--- config.mk ---
export PLATFORM = sky130hd
export DESIGN_NAME = hamming_enc_seq
export DESIGN_NICKNAME = d
export VERILOG_FILES = /design/src/rtl/hamming_pkg.sv /design/src/rtl/hamming_enc.sv /design/src/rtl/hamming_enc_seq.sv
export SDC_FILE = /design/constraint.sdc
export NUM_CORES = 1
export LEC_CHECK = 0
export BUFFER_PORTS_ARGS = -buffer_cell sky130_fd_sc_hd__clkbuf_2
export CELL_PAD_IN_SITES_DETAIL_PLACEMENT = 1
export CELL_PAD_IN_SITES_GLOBAL_PLACEMENT = 1
export CORE_MARGIN = 2
export CORE_UTILIZATION = 43
export CTS_CLUSTER_DIAMETER = 150
export DETAILED_ROUTE_END_ITERATION = 7
export PLACE_DENSITY_LB_ADDON = 0.25
export SLEW_MARGIN = 15
export SYNTH_ARGS = -nofsm -noshare
export SYNTH_HDL_FRONTEND = slang
export SYNTH_SLANG_ARGS = --single-unit
--- constraint.sdc ---
create_clock -name clk -period 3.7 [get_ports clk]
set_clock_uncertainty 0.1 [all_clocks]
set_input_delay 0.185 -clock clk [delete_from_list [all_inputs] [get_ports clk]]
set_output_delay 0.185 -clock clk [all_outputs]
set_load 0.02 [all_outputs]
--- src/rtl/hamming_pkg.sv ---
// Shared types and constants for the Hamming(16,11) SECDED encoder and its sequencer.
package hamming_pkg;

    typedef enum logic [2:0] {
        IDLE,
        RD_LO,
        RD_HI,
        WR_LO,
        WR_HI,
        DONE
    } state_t;

    localparam int NUM_MSG_DEF  = 15;
    localparam int SRC_BASE_DEF = 0;
    localparam int DST_BASE_DEF = 30;

    // Code-word layout: parity bits sit at power-of-two positions, p0 is overall parity.
    localparam int P0_POS = 0;
    localparam int P1_POS = 1;
    localparam int P2_POS = 2;
    localparam int D1_POS = 3;
    localparam int P4_POS = 4;
    localparam int D2_POS = 5;
    localparam int P8_POS = 8;
    localparam int D5_POS = 9;

endpackage

--- src/rtl/hamming_enc.sv ---
// Combinational Hamming(16,11) encoder with overall parity bit (SECDED).
module hamming_enc
    import hamming_pkg::*;
(
    input  logic [11:1] d,
    output logic [15:0] code
);

    logic p8, p4, p2, p1, p0;

    always_comb begin
        p8 = ^d[11:5];
        p4 = (^d[11:8]) ^ (^d[4:2]);
        p2 = d[11] ^ d[10] ^ d[7] ^ d[6] ^ d[4] ^ d[3] ^ d[1];
        p1 = d[11] ^ d[9] ^ d[7] ^ d[5] ^ d[4] ^ d[2] ^ d[1];
        p0 = (^d) ^ p8 ^ p4 ^ p2 ^ p1;

        code                = '0;
        code[D5_POS +: 7]   = d[11:5];
        code[P8_POS]        = p8;
        code[D2_POS +: 3]   = d[4:2];
        code[P4_POS]        = p4;
        code[D1_POS]        = d[1];
        code[P2_POS]        = p2;
        code[P1_POS]        = p1;
        code[P0_POS]        = p0;
    end

endmodule

--- src/rtl/hamming_enc_seq.sv ---
// Reads NUM_MSG two-byte messages from data memory, Hamming-encodes each and
// writes the 16-bit code words back, four cycles per message.
module hamming_enc_seq
    import hamming_pkg::*;
#(
    parameter int NUM_MSG  = NUM_MSG_DEF,
    parameter int SRC_BASE = SRC_BASE_DEF,
    parameter int DST_BASE = DST_BASE_DEF
) (
    input  logic       clk,
    input  logic       reset,
    input  logic       start,
    input  logic [7:0] mem_rd_data,
    output logic [7:0] mem_addr,
    output logic       mem_wr_en,
    output logic [7:0] mem_wr_data,
    output logic       busy,
    output logic       done
);

    localparam logic [7:0] SRC_B    = 8'(SRC_BASE);
    localparam logic [7:0] DST_B    = 8'(DST_BASE);
    localparam logic [7:0] LAST_IDX = 8'(NUM_MSG - 1);

    state_t      state_q, state_d;
    logic [7:0]  idx_q, idx_d;
    logic [11:1] data_q, data_d;
    logic [15:0] code;
    logic [7:0]  two_i;

    assign two_i = idx_q + idx_q;

    hamming_enc u_enc (
        .d    (data_q),
        .code (code)
    );

    always_ff @(posedge clk) begin
        if (reset) begin
            state_q <= IDLE;
            idx_q   <= '0;
            data_q  <= '0;
        end else begin
            state_q <= state_d;
            idx_q   <= idx_d;
            data_q  <= data_d;
        end
    end

    always_comb begin
        state_d     = state_q;
        idx_d       = idx_q;
        data_d      = data_q;
        mem_addr    = '0;
        mem_wr_en   = 1'b0;
        mem_wr_data = '0;
        busy        = 1'b0;
        done        = 1'b0;

        case (state_q)
            IDLE, DONE: begin
                done = (state_q == DONE);
                if (start) begin
                    state_d = RD_LO;
                    idx_d   = '0;
                end
            end
            RD_LO: begin
                busy        = 1'b1;
                mem_addr    = SRC_B + two_i;
                data_d[8:1] = mem_rd_data;
                state_d     = RD_HI;
            end
            RD_HI: begin
                // Only the low three bits of the high byte carry message data.
                busy         = 1'b1;
                mem_addr     = SRC_B + two_i + 8'd1;
                data_d[11:9] = mem_rd_data[2:0];
                state_d      = WR_LO;
            end
            WR_LO: begin
                busy        = 1'b1;
                mem_addr    = DST_B + two_i;
                mem_wr_en   = 1'b1;
                mem_wr_data = code[7:0];
                state_d     = WR_HI;
            end
            WR_HI: begin
                busy        = 1'b1;
                mem_addr    = DST_B + two_i + 8'd1;
                mem_wr_en   = 1'b1;
                mem_wr_data = code[15:8];
                if (idx_q < LAST_IDX) begin
                    idx_d   = idx_q + 8'd1;
                    state_d = RD_LO;
                end else begin
                    state_d = DONE;
                end
            end
            default: state_d = IDLE;
        endcase
    end

endmodule

==> impl_metrics.toml <==
[detailed_routing]
dr.pass1.iters = 4
vias_per_cell = 5.61
drt_iter0_markers = 47
wl_per_cell_um = 15.8
drc = 0
wl_um = 4230
vias = 1504
drtAntennaViolNets = 0

[logic_synthesis]
synth.distinct_cells = 41
syn_area_per_cell_um2 = 8.06
ys_seq_area_frac = 0.282
syn_inst = 194
synth_fp_nets = 208
ys_ff_latch = 22
netlist_area_um2 = 1560
yosysWarnings = 0

[floorplan]
rows = 21
core_um2 = 3420
start_util = 0.458
pin_count = 30
die_y_um = 64.3
dieArea_um2 = 4140
die_w_um = 64.3

[cells_and_area]
regArea_um2 = 440
fin_cells = 268
drive_gt1_frac = 0.185
fin_nets = 237
multiInputGateArea_um2 = 1030
area_delta_synth_final_pct = 17.4
fillCellCount = 435
antenna_cells = 0

[setup_path]
path_max_fanout = 21
start_kind = "register"
path_class = "reg2out"
end_kind = "primary output"
worstPathRequired_ps = 3410
cp.arrival_ps = 2780

[power]
leakagePower_nw = 0.716
power.density_nw_per_um2 = 366
ir_drop_v = 0.000140

[sta]
final_max_slew_viol_count = 0
rsz0062_at_grt = "no"
tns_ps = 0
tightest_slew_ps = 671
fmax_mhz = 327
relSlewSlack = 0.552
report.final.hold_viol_count = 0
setup_viol = 0
post-route-period-util = 0.828
period_needed_ps = 3060

[clock_network]
cts_setup_buffers = 0
clock_latency_ps = 330
clk_pin_slew_ps = 140
clkSinkCount = 22
cts_buffers = 3
cts-resized-gates = 0
cts_tree = "yes"
clk_path_buf_depth = 2
htreeDepth = 1
cts-root-buf = "clkbuf_4"

[grt]
grt_max_degree = 25
antenna_found_initial = 0
grt_first_pass_wirelength_um = 6970
grt_usage = 0.213
grt_pass1_vias = 1450
grt_overflow_total = 0

[place]
globalplace.congestion = 0.783
hpwl_um = 2980
port_buffers = 29
place_inst = 256

[run_status]
status = "completed"

[flow_run]
drv_cap = 0

[worst_hold_path]
hp-class = "in2reg"
-- flip-flops by register name (all words and copies together), names as in the netlist --
name     cells
state_q      3
data_q      11
idx_q        8
-- per-layer routing --
layer  vias up  GRT usage  routed length, um
li1        736          -                  -
met5         -          0                  0
met4         0     0.0479                 46
met2        25      0.367               2080
met1       739      0.282               1980
met3         4     0.0299                127
-- cell usage after synthesis --
master,instances,share of area
a21o_1,1,0.0048
a21oi_1,17,0.054
a22o_1,6,0.034
a22oi_1,5,0.024
a31o_2,1,0.0056
a31oi_1,2,0.0080
a31oi_4,1,0.014
a41oi_1,2,0.011
and2_1,4,0.016
buf_1,2,0.0048
buf_2,6,0.019
buf_6,1,0.0072
clkbuf_1,3,0.0072
clkbuf_2,2,0.0064
clkinv_1,1,0.0024
dfxtp_1,22,0.28
ha_1,3,0.024
inv_1,5,0.012
mux2i_1,1,0.0064
nand2_1,23,0.055
nand2b_1,2,0.0080
nand3_1,4,0.013
nand3b_1,1,0.0048
nand4_1,1,0.0040
nand4b_1,2,0.011
nand4b_2,1,0.0096
nor2_1,12,0.029
nor2b_1,3,0.012
nor3_1,3,0.0096
nor4_4,1,0.014
o21ai_0,15,0.048
o22ai_1,7,0.028
o31ai_1,1,0.0048
o41ai_1,1,0.0056
or3b_2,1,0.0056
or4_1,1,0.0048
xnor2_1,18,0.10
xnor2_2,1,0.010
xnor3_1,1,0.014
xnor3_2,1,0.015
xor2_1,9,0.050
-- layout make-up --
| type | count | share of cell area |
|---|---|---|
| Inverter | 6 | 0.0123 |
| Sequential cell | 22 | 0.240 |
| Multi-Input combinational cell | 152 | 0.561 |
| Tap cell | 46 | 0.0313 |
| Timing Repair Buffer | 38 | 0.127 |
| Clock buffer | 3 | 0.0123 |
| Clock inverter | 1 | 0.0163 |
-- where the power goes --
part	internal (mW)	switching, mW
Sequential	0.249	0.0206
Clock	0.110	0.0854
Combinational	0.0909	0.116
Total	0.450	0.222
-- worst paths after layout --
kind / start / endpoint / slack (ps) / cells after the start
worst min register to register: idx_q[7] / idx_q[7] / 430 / 1
worst min-delay path: start / state_q[0] / 130 / 3
worst max register to register: state_q[0] / data_q[8] / 1440 / 4
worst max-delay path: state_q[0] / mem_addr[1] / 640 / 8
-- placed cells by master, fill, tap and decap left out, types with 5 or more instances in the layout --
| cell | netlist | final |
|---|---|---|
| xnor2_1 | 18 | 18 |
| dlygate4sd3_1 | 0 | 8 |
| nand2_1 | 23 | 23 |
| o21ai_0 | 15 | 15 |
| dfxtp_1 | 22 | 22 |
| a21oi_1 | 17 | 17 |
| xor2_1 | 9 | 9 |
| a22oi_1 | 5 | 5 |
| inv_1 | 5 | 5 |
| o22ai_1 | 7 | 7 |
| clkbuf_2 | 2 | 29 |
| a22o_1 | 6 | 6 |
| nor2_1 | 12 | 12 |
-- through the flow --
| step | power (mW) | util | setup slack, ps | cell area [um^2] | hold slack, ps |
|---|---|---|---|---|---|
| after CTS | 0.674 | 0.538 | 625 | 1840 | 134 |
| after floorplan | 0.428 | - | 1550 | 1560 | 221 |
| after global routing | 0.710 | 0.538 | 407 | 1840 | 162 |
| final | 0.671 | 0.538 | 638 | 1840 | 134 |
| after detailed placement | 0.475 | 0.499 | 1040 | 1700 | 320 |
| after global placement | 0.467 | 0.499 | 1190 | 1700 | 309 |
-- kinds of logic after synthesis --
family / count (synthesis) / synth area share
flops: 22 / 0.282
buf+inv: 20 / 0.0592
compound gates: 59 / 0.242
xor+xnor: 30 / 0.191
simple gates: 59 / 0.196
fa+ha+maj: 3 / 0.0240
mux: 1 / 0.00640
-- what timing repair did --
action                                  in CTS  in global routing
endpoints found under the setup margin       0                  0
hold buffers                                 8                  0
hold endpoints to repair                    11                  0
-- critical path, stage by stage (launching register included) --
cell,delay [ps]
dfxtp_1,780
nor2_1,210
nand2_1,240
clkinv_1,300
ha_1,380
nor2_1,120
a21oi_1,50
o22ai_1,160
clkbuf_2,200
Note: power is estimated with default switching activity, not from simulation.
